==> src/rtl/axicb_pkg.sv <==
// rtl/axicb_pkg.sv - shared types and widths for the AXI crossbar write path
package axicb_pkg;

    localparam int AXI_LEN_W = 8;
    localparam int OSTD_W    = 4;

    typedef enum logic [1:0] {
        IDLE = 2'd0,
        ADDR = 2'd1,
        DATA = 2'd2
    } wr_state_t;

endpackage

==> src/rtl/axicb_round_robin_core.sv <==
// rtl/axicb_round_robin_core.sv - mask-based round-robin arbiter with one-hot grant
module axicb_round_robin_core #(
    parameter int REQ_NB = 4
) (
    input  logic              aclk,
    input  logic              aresetn,
    input  logic              srst,
    input  logic              en,
    input  logic [REQ_NB-1:0] req,
    output logic [REQ_NB-1:0] grant
);

    logic [REQ_NB-1:0] mask;
    logic [REQ_NB-1:0] mask_n;
    logic [REQ_NB-1:0] masked;
    logic              found;

    // Requesters above the last winner get first pick; fall back to the plain
    // lowest index once the masked set is exhausted.
    always_comb begin
        grant  = '0;
        found  = 1'b0;
        mask_n = mask;
        masked = req & mask;
        for (int i = 0; i < REQ_NB; i++) begin
            if (!found && masked[i]) begin
                grant[i] = 1'b1;
                found    = 1'b1;
                for (int j = 0; j < REQ_NB; j++) begin
                    mask_n[j] = (j > i);
                end
            end
        end
        for (int i = 0; i < REQ_NB; i++) begin
            if (!found && req[i]) begin
                grant[i] = 1'b1;
                found    = 1'b1;
                for (int j = 0; j < REQ_NB; j++) begin
                    mask_n[j] = (j > i);
                end
            end
        end
    end

    always_ff @(posedge aclk or negedge aresetn) begin
        if (!aresetn) begin
            mask <= '1;
        end else if (srst) begin
            mask <= '1;
        end else if (en && (|req)) begin
            mask <= mask_n;
        end
    end

endmodule

==> src/rtl/axicb_write_scheduler.sv <==
// rtl/axicb_write_scheduler.sv - AW/W ownership scheduler with outstanding-burst tracking
module axicb_write_scheduler
    import axicb_pkg::*;
#(
    parameter int REQ_NB   = 4,
    parameter int MAX_OSTD = 4
) (
    input  logic                        aclk,
    input  logic                        aresetn,
    input  logic                        srst,
    input  logic [REQ_NB-1:0]           req_valid,
    input  logic [REQ_NB*AXI_LEN_W-1:0] req_len,
    output logic [REQ_NB-1:0]           req_ready,
    output logic [REQ_NB-1:0]           sel,
    output logic                        slv_avalid,
    input  logic                        slv_aready,
    input  logic                        wbeat,
    output logic                        wlast,
    input  logic                        bdone,
    output logic                        busy,
    output logic                        ostd_full,
    output logic                        ostd_err
);

    localparam logic [OSTD_W-1:0] MAX_CNT = OSTD_W'(MAX_OSTD);

    wr_state_t             state;
    wr_state_t             state_n;
    logic [REQ_NB-1:0]     sel_n;
    logic [REQ_NB-1:0]     grant;
    logic [AXI_LEN_W-1:0]  beat_cnt;
    logic [AXI_LEN_W-1:0]  beat_n;
    logic [AXI_LEN_W-1:0]  grant_len;
    logic [OSTD_W-1:0]     ostd_cnt;
    logic [OSTD_W-1:0]     ostd_n;
    logic                  err_n;
    logic                  grant_en;
    logic                  aw_done;

    assign ostd_full = (ostd_cnt == MAX_CNT);
    assign busy      = (state != IDLE);
    assign grant_en  = (state == IDLE) && (|req_valid) && !ostd_full;
    assign aw_done   = (state == ADDR) && slv_aready;

    axicb_round_robin_core #(
        .REQ_NB (REQ_NB)
    ) u_arb (
        .aclk    (aclk),
        .aresetn (aresetn),
        .srst    (srst),
        .en      (grant_en),
        .req     (req_valid),
        .grant   (grant)
    );

    always_comb begin
        grant_len = '0;
        for (int i = 0; i < REQ_NB; i++) begin
            if (grant[i]) begin
                grant_len = req_len[i*AXI_LEN_W +: AXI_LEN_W];
            end
        end
    end

    always_ff @(posedge aclk) begin
        if (!aresetn || srst) begin
            state    <= IDLE;
            sel      <= '0;
            beat_cnt <= '0;
            ostd_cnt <= '0;
            ostd_err <= 1'b0;
        end else begin
            state    <= state_n;
            sel      <= sel_n;
            beat_cnt <= beat_n;
            ostd_cnt <= ostd_n;
            ostd_err <= err_n;
        end
    end

    // beat_cnt holds AWLEN, so the burst ends on the beat seen while it is zero.
    always_comb begin
        state_n    = state;
        sel_n      = sel;
        beat_n     = beat_cnt;
        slv_avalid = 1'b0;
        req_ready  = '0;
        wlast      = 1'b0;
        case (state)
            IDLE: begin
                if (grant_en) begin
                    sel_n   = grant;
                    beat_n  = grant_len;
                    state_n = ADDR;
                end
            end
            ADDR: begin
                slv_avalid = 1'b1;
                req_ready  = sel & {REQ_NB{slv_aready}};
                if (slv_aready) begin
                    state_n = DATA;
                end
            end
            DATA: begin
                wlast = (beat_cnt == '0);
                if (wbeat) begin
                    if (beat_cnt == '0) begin
                        state_n = IDLE;
                        sel_n   = '0;
                    end else begin
                        beat_n = beat_cnt - AXI_LEN_W'(1);
                    end
                end
            end
            default: begin
                state_n = IDLE;
                sel_n   = '0;
            end
        endcase
    end

    // A simultaneous AW acceptance and B response cancel out.
    always_comb begin
        ostd_n = ostd_cnt;
        err_n  = ostd_err;
        if (aw_done && !bdone) begin
            if (ostd_cnt != MAX_CNT) begin
                ostd_n = ostd_cnt + OSTD_W'(1);
            end
        end else if (bdone && !aw_done) begin
            if (ostd_cnt != '0) begin
                ostd_n = ostd_cnt - OSTD_W'(1);
            end else begin
                err_n = 1'b1;
            end
        end
    end

endmodule

==> config.mk <==
export PLATFORM = sky130hd
export DESIGN_NAME = axicb_write_scheduler
export DESIGN_NICKNAME = d
export VERILOG_FILES = /design/src/rtl/axicb_pkg.sv /design/src/rtl/axicb_round_robin_core.sv /design/src/rtl/axicb_write_scheduler.sv
export SDC_FILE = /design/constraint.sdc
export NUM_CORES = 1
export LEC_CHECK = 0
export CAP_MARGIN = 20
export CORE_MARGIN = 5
export CORE_UTILIZATION = 25
export DETAILED_ROUTE_END_ITERATION = 6
export GPL_ROUTABILITY_DRIVEN = 0
export SLEW_MARGIN = 10
export SYNTH_ARGS = -nofsm -noshare
export SYNTH_HDL_FRONTEND = slang
export SYNTH_SLANG_ARGS = --single-unit
==> constraint.sdc <==
create_clock -name aclk -period 3 [get_ports aclk]
set_input_delay 0.9 -clock aclk [delete_from_list [all_inputs] [get_ports aclk]]
set_output_delay 0.9 -clock aclk [all_outputs]
set_load 0.02 [all_outputs]
**Word level (Yosys, flattened, before mapping)**

Cells that the tools add are included.

- Bits of input ports: 42
- Flip-flop bits (word level): 23
- Word-level logic and storage cells: 113

- Equality and inequality tests: 10
- Multiplexer cells: 48
- Bitwise operators: 5
- Reductions and logical operators: 41
- Add/sub/neg operators: 3

Operators with widths:

| cell | number |
|---|---|
| 2-to-1 mux 4 bit | 18 |
| 2-to-1 mux 8 bit | 7 |
| 2-to-1 mux 1 bit | 16 |
| one-hot mux 8 bit (2 select lines) | 1 |
| logical AND 1 bit | 13 |
| one-hot mux 4 bit (3 select lines) | 1 |
| AND reduction 4 bit | 3 |
| zero test 1 bit | 11 |
| nonzero test 2 bit | 5 |
| nonzero test 9 bit | 1 |
| AND 4 bit | 2 |
| zero test 8 bit | 1 |
| 2-to-1 mux 2 bit | 4 |
| inequality test 2 bit (second input constant) | 4 |
| subtractor 8 x 1 -> 8 bit (second input constant) | 1 |
| one-hot mux 2 bit (3 select lines) | 1 |
| AND reduction 3 bit | 2 |
| adder 4 x 1 -> 4 bit (second input constant) | 1 |
| equality test 4 x 3 -> 1 bit (second input constant) | 1 |
| inequality test 2 x 1 -> 1 bit (second input constant) | 2 |
| inequality test 4 x 3 -> 1 bit (second input constant) | 1 |
| nonzero test 4 bit | 1 |
| OR reduction 4 bit | 1 |
| subtractor 4 x 1 -> 4 bit (second input constant) | 1 |
| other kinds (6) | 8 |

**Depth between registers and ports, before layout**

- Depth after elaboration: 26
- Gate-level depth with buffers: 11
- Depth with buffers taken out: 10

**By module**

A second synthesis with hierarchy kept.

- Cell total of the unflattened synthesis: 207
- Area, all modules: 1736.7 um^2

Modules (own cells, without submodules):

| module | instances | area each (um^2) | cells each | seq. area each (um^2) |
|---|---|---|---|---|
| axicb_write_scheduler | 1 | 1422.6 | 176 | 380.4 |
| axicb_round_robin_core | 1 | 314.1 | 31 | 105.1 |

**Worst setup path after synthesis**

OpenSTA, ideal clock, no wires.

- Path type: register -> register
- Start point: reg state[0]
- End point: reg ostd_cnt[3]
- Arrival: 2621 ps
- Setup time: 71 ps
- Path slack: 309 ps
- Required time: 2929 ps
- Cell stages (with the launch flop): 11
- Clock period less this slack: 2691 ps
- Path through: dfxtp_1 -> nor2b_1 -> and2_1 -> ha_1 -> inv_1 -> ha_1 -> a21o_1 -> a21oi_1 -> xnor2_1 -> or3b_2 -> a21oi_1

- Cells in the longest elaborated chain, start to end: 6
- Elaborated cells between the ends (all ways): 10
- Classes of those cells: eq/ne: 2; mux: 1; reduce/logical: 7

Ends and longest elaborated chain:

| what | line | RTL |
|---|---|---|
| from (decl) | axicb_write_scheduler.sv:27 | `wr_state_t state;` |
| from (signal assigned) | axicb_write_scheduler.sv:73 | `state <= state_n;` |
| equality test 2 x 1 -> 1 bit (*) | axicb_write_scheduler.sv:43 | `assign aw_done = (state == ADDR) && slv_aready;` |
| logical AND 1 bit (*) | axicb_write_scheduler.sv:43 |  |
| zero test 1 bit | axicb_write_scheduler.sv:130 | `end else if (bdone && !aw_done) begin` |
| logical AND 1 bit | axicb_write_scheduler.sv:130 |  |
| nonzero test 2 bit (no source line) | n/a |  |
| AND reduction 3 bit (no source line) | n/a |  |
| to (signal assigned) | axicb_write_scheduler.sv:76 | `ostd_cnt <= ostd_n;` |
| to (decl) | axicb_write_scheduler.sv:34 | `logic [OSTD_W-1:0] ostd_cnt;` |

Every way passes the cells marked *; elsewhere a longest branch is shown, timed or not.
A chain may end at the register's enable or synchronous reset.

**Worst setup path after layout**

- Start point: reg beat_cnt[0]
- End point: out wlast

- Cells in the longest elaborated chain, start to end: 2

Ends and longest elaborated chain:

| what | line | RTL |
|---|---|---|
| from (decl) | axicb_write_scheduler.sv:31 | `logic [AXI_LEN_W-1:0] beat_cnt;` |
| from (signal assigned) | axicb_write_scheduler.sv:75 | `beat_cnt <= beat_n;` |
| zero test 8 bit | axicb_write_scheduler.sv:105 | `wlast = (beat_cnt == '0);` |
| 2-to-1 mux 1 bit | axicb_write_scheduler.sv:89 | `case (state)` |
| to (decl) | axicb_write_scheduler.sv:18 | `output logic wlast,` |

Every way passes these cells.

==> summary.md <==
The logs give 0 for the total of endpoints with negative setup slack in the final report and 55 for the number of top-level pins. For the number of placed cells counting well taps, the log shows 340. Adder and majority cell fraction of the synthesized area: 0.0570. Counting every instance in the synthesized netlist gives 194.

After synthesis, the largest family of logic cells by area is compound AO/OA/AOI/OAI gates. The placed instance area is 0.00244 mm^2. Across all hold checks on the routed design, the worst slack comes to 476 ps. The ratio of final minimum period to clock period was 0.944. STA classifies the critical path startpoint as a flip-flop. The area growth from synthesis to layout is 49.2%.

The share of total power consumed by net switching is 0.321. 0 antenna diodes ended up in the layout. The biggest area contributor in the post-synthesis netlist is sky130_fd_sc_hd__dfxtp_1.

The logs give 0.387 for the final core area utilization and 0 for the post-CTS setup repair buffer count. After global routing, the most crowded layer is met2. The number of non-filler instances in the completed layout was 344; the met2 capacity usage during global routing was 0.215. Of all nets on the critical path, the largest fanout is 4.

For the number of nets produced by synthesis, the log shows 243. On the critical path, the stage with the largest delay is an instance of sky130_fd_sc_hd__clkdlybuf4s50_1. The count of H-tree levels built during CTS came out at 1. The slew at the pin with the worst max-slew slack works out to 458 ps. The simple-gate share of the synthesized area came out at 0.228. Flip-flop and latch count after synthesis: 23.

In this run the power spent charging and discharging nets is 0.000286 W. The critical path class was reg2out. Across the routed clock network, the largest skew measured is 1.22 ps.

The flow ran to the end, and the final reports show no timing, DRC or antenna violations. The final max-slew violation count was 0; the number of vias in the routed layout was 1802. The final count of hold timing violations is 0.

For this run, the slowest stage of the critical path takes 610 ps. Synthesized-area fraction occupied by ao, oa, aoi and oai cells: 0.341. Traced cell by cell, the critical path runs through inv_1 > ha_1 > nor4b_2 > and3_1 > clkdlybuf4s50_1.

First-pass iteration count of the detailed router: 4. In the routed design, unresolved DRC markers number 0. The start of the worst register-to-register path was state[1]$_SDFFE_PP0P_. Reg-to-reg critical path endpoint: ostd_cnt[3]$_SDFFE_PP0P_.

Detailed-placement wirelength estimate: 4.22 mm. After clock tree synthesis, the clock-pin slew on the worst setup and hold paths is 90 ps. Setup repair after global routing left no endpoint under its margin. The worst register-to-register path has a setup slack of 400 ps.

The commonest cells after synthesis are 19 x sky130_fd_sc_hd__dfxtp_1, 16 x sky130_fd_sc_hd__a21oi_1, 13 x sky130_fd_sc_hd__nor2_1. The floorplan step set the die width to 91.7 um. The mean routed wirelength per cell is 15.0 um.

The combinational group share of total power was 0.372; the power density normalized to cell area was 358 mW/mm^2. Clock network latency to the later pin of the worst-skew pair: 270 ps. Broken down by cell family, the worst path's largest delay share belongs to buffers and inverters.

The reported max-cap violation count was 0; the portion of total power attributed to sequential cells was 0.402. The tools report the total clock sinks as 23. The worst hold path terminates at ostd_err$_SDFFE_PP0P_.

The logs give 8.61 mm for the wire length of the first global-routing pass and 0.133 mV for the worst ir drop on vdd. The tools report the initial cell density of the core as 0.260. The proportion of netlist area held by the largest area contributor came out at 0.228. The post-synthesis instance area is 0.00167 mm^2. The type of the tightest min-delay check was reg2reg.

Timing would allow up to 0.353 GHz. Yosys mapped a number of flops with a built-in enable equal to 0. Dividing the synthesized area by the synthesized cell count gives 8.60 um^2. The floorplan step set the die height to 91.7 um.

In this run, distinct cell masters in the synthesized netlist total 56. The net count of the finished layout was 317; the final instance area was 0.00249 mm^2. For the number of nets still failing antenna checks after routing, the log shows 0. The die covers 0.00841 mm^2. The internal power of the cells totals 0.000604 W. At the worst endpoint, the required time is 2100 ps. STA classifies the critical path endpoint as an output port. Among all cell types in the netlist, the one instantiated most often is sky130_fd_sc_hd__dfxtp_1. The multiplexer share of the synthesized area came out at 0. Sorting the synthesized cells by area gives the leading types as sky130_fd_sc_hd__dfxtp_1 23%, sky130_fd_sc_hd__dfstp_2 6.3%, sky130_fd_sc_hd__a21oi_1 4.8%. The minimum clock period after layout works out to 2830 ps. For the number of buffers on the longest clock path, the log shows 2. The tools report the initial DRC count as 53. The proportion of register bits with asynchronous set or reset after synthesis came out at 0.174. Total track usage: 0.124.

Clock root buffer master: sky130_fd_sc_hd__clkbuf_8. The logs give 3 for the total CTS buffers and 0.694 for the normalized max-slew margin. The run gives 29 as the placement row count. In this run the most critical hold path is launched from ostd_err$_SDFFE_PP0P_.

Counting instances, the worst hold path has a depth of 2. Buffers placed on the I/O ports in this run total 54. The worst path buffer plus inverter count is 2. The global-route congestion overflow total is 0, and the portion of total power attributed to the clock network is 0.226. The tools report the post-synthesis sequential area ratio as 0.291.

The dominant synthesized flop cell is sky130_fd_sc_hd__dfxtp_1. The largest net degree at the start of global routing came out at 14. The total wirelength of the detailed-routed design was 5.14 mm; the share of the synthesized netlist area taken by xor and xnor gates was 0.0210.

The via density per instance was 5.24; the post-route worst setup slack was 169 ps. During synthesis, Yosys emitted a total of 0 warnings. TritonCTS built the clock tree. The logs give -222 ps for the post-place setup slack and 0.148 for the met1 track demand over resource in global routing. Total leakage power: 0.998 nW. The placeable core region came out at 0.00642 mm^2. The tools report the worst endpoint data arrival time as 1930 ps.

The tools report the number of global-route vias before repair as 1800. Layout cell share with drive strength beyond 1: 0.165. Number of cell instances on the worst register-to-register path: 11. The run gives 0.0360 as the met3 capacity usage during global routing. Initial antenna violation count: 0.
[worst max-delay path by stage]
stage,end,cells past startpoint,startpoint
floorplan,ostd_cnt[3]$_SDFFE_PP0P_,10,state[0]$_SDFFE_PP0P_
global placement,ostd_cnt[3]$_SDFFE_PP0P_,10,slv_aready
detailed placement,ostd_cnt[3]$_SDFFE_PP0P_,10,slv_aready
CTS,wlast,3,state[1]$_SDFFE_PP0P_
global route,wlast,5,beat_cnt[0]$_SDFFE_PP0P_
finish,wlast,5,beat_cnt[0]$_SDFFE_PP0P_
[power groups by stage]
| stage | sequential, W | combinational (W) | clock (W) |
|---|---|---|---|
| detailed placement | 0.000363 | 0.000332 | 0 |
| global route | 0.000361 | 0.000365 | 0.000218 |
| floorplan | 0.000359 | 0.000184 | 0 |
| CTS | 0.000357 | 0.000332 | 0.000207 |
| global placement | 0.000363 | 0.000329 | 0 |
| finish | 0.000357 | 0.000331 | 0.000201 |
[flip-flops by register name (all words and copies together) (netlist names)]
| name | cells |
|---|---|
| beat_cnt | 8 |
| u_arb.mask | 4 |
| ostd_cnt | 4 |
| state | 2 |
| ostd_err | 1 |
| sel | 4 |
[metal layers]
| layer | vias to the layer above | share of wire |
|---|---|---|
| li1 | 890 | - |
| met1 | 839 | 0.42 |
| met2 | 63 | 0.49 |
| met3 | 10 | 0.069 |
| met4 | 0 | 0.016 |
| met5 | - | 0 |
[kinds of logic after synthesis]
family	count (synthesis)
AO/OA/AOI/OAI	74
XOR/XNOR	4
adder cells (fa/ha/maj)	7
buffers and inverters	19
flip-flops	23
AND/OR/NAND/NOR	67
[worst min-delay path, delay by kind of cell, from the launching register on]
family / cells / cell delay (ps)
compound gates: 1 / 40
flops: 1 / 340
simple gates: 1 / 70
[area by class of cell]
cell class                      count  area, um^2
Inverter                            9        33.8
Clock inverter                      1        5.00
Tap cell                           77        96.3
Sequential cell                    23         485
Multi-Input combinational cell    152        1090
Fill cell                         664        3930
Timing Repair Buffer               79         738
Clock buffer                        3        41.3
[placed cells by master, fill, tap and decap left out, types with 5 or more instances in the layout]
| master | synthesis | layout |
|---|---|---|
| sky130_fd_sc_hd__nor2_1 | 13 | 13 |
| sky130_fd_sc_hd__a21oi_1 | 16 | 16 |
| sky130_fd_sc_hd__clkdlybuf4s50_1 | 0 | 49 |
| sky130_fd_sc_hd__a22o_1 | 8 | 8 |
| sky130_fd_sc_hd__a211o_1 | 5 | 5 |
| sky130_fd_sc_hd__buf_4 | 1 | 24 |
| sky130_fd_sc_hd__ha_1 | 6 | 6 |
| sky130_fd_sc_hd__dfxtp_1 | 19 | 19 |
| sky130_fd_sc_hd__nor3_1 | 9 | 9 |
| sky130_fd_sc_hd__inv_1 | 9 | 9 |
| sky130_fd_sc_hd__and3_1 | 7 | 7 |
| sky130_fd_sc_hd__nand2b_1 | 5 | 5 |
| sky130_fd_sc_hd__nand2_1 | 10 | 10 |
| sky130_fd_sc_hd__o21ai_0 | 7 | 7 |
[repair_timing]
action | in CTS | in global routing
endpoints found under the hold margin | 0 | 0
hold buffers | 0 | 0
gates resized for setup | 4 | 3
setup endpoints to repair | 4 | 3
[through the flow]
step                      setup TNS, ps  power [W]
after floorplan                       0   0.000544
after global placement             -757   0.000692
after detailed placement           -967   0.000695
after CTS                             0   0.000897
after global routing                  0   0.000945
final                                 0   0.000890
Note: power is estimated with default switching activity, not from simulation.
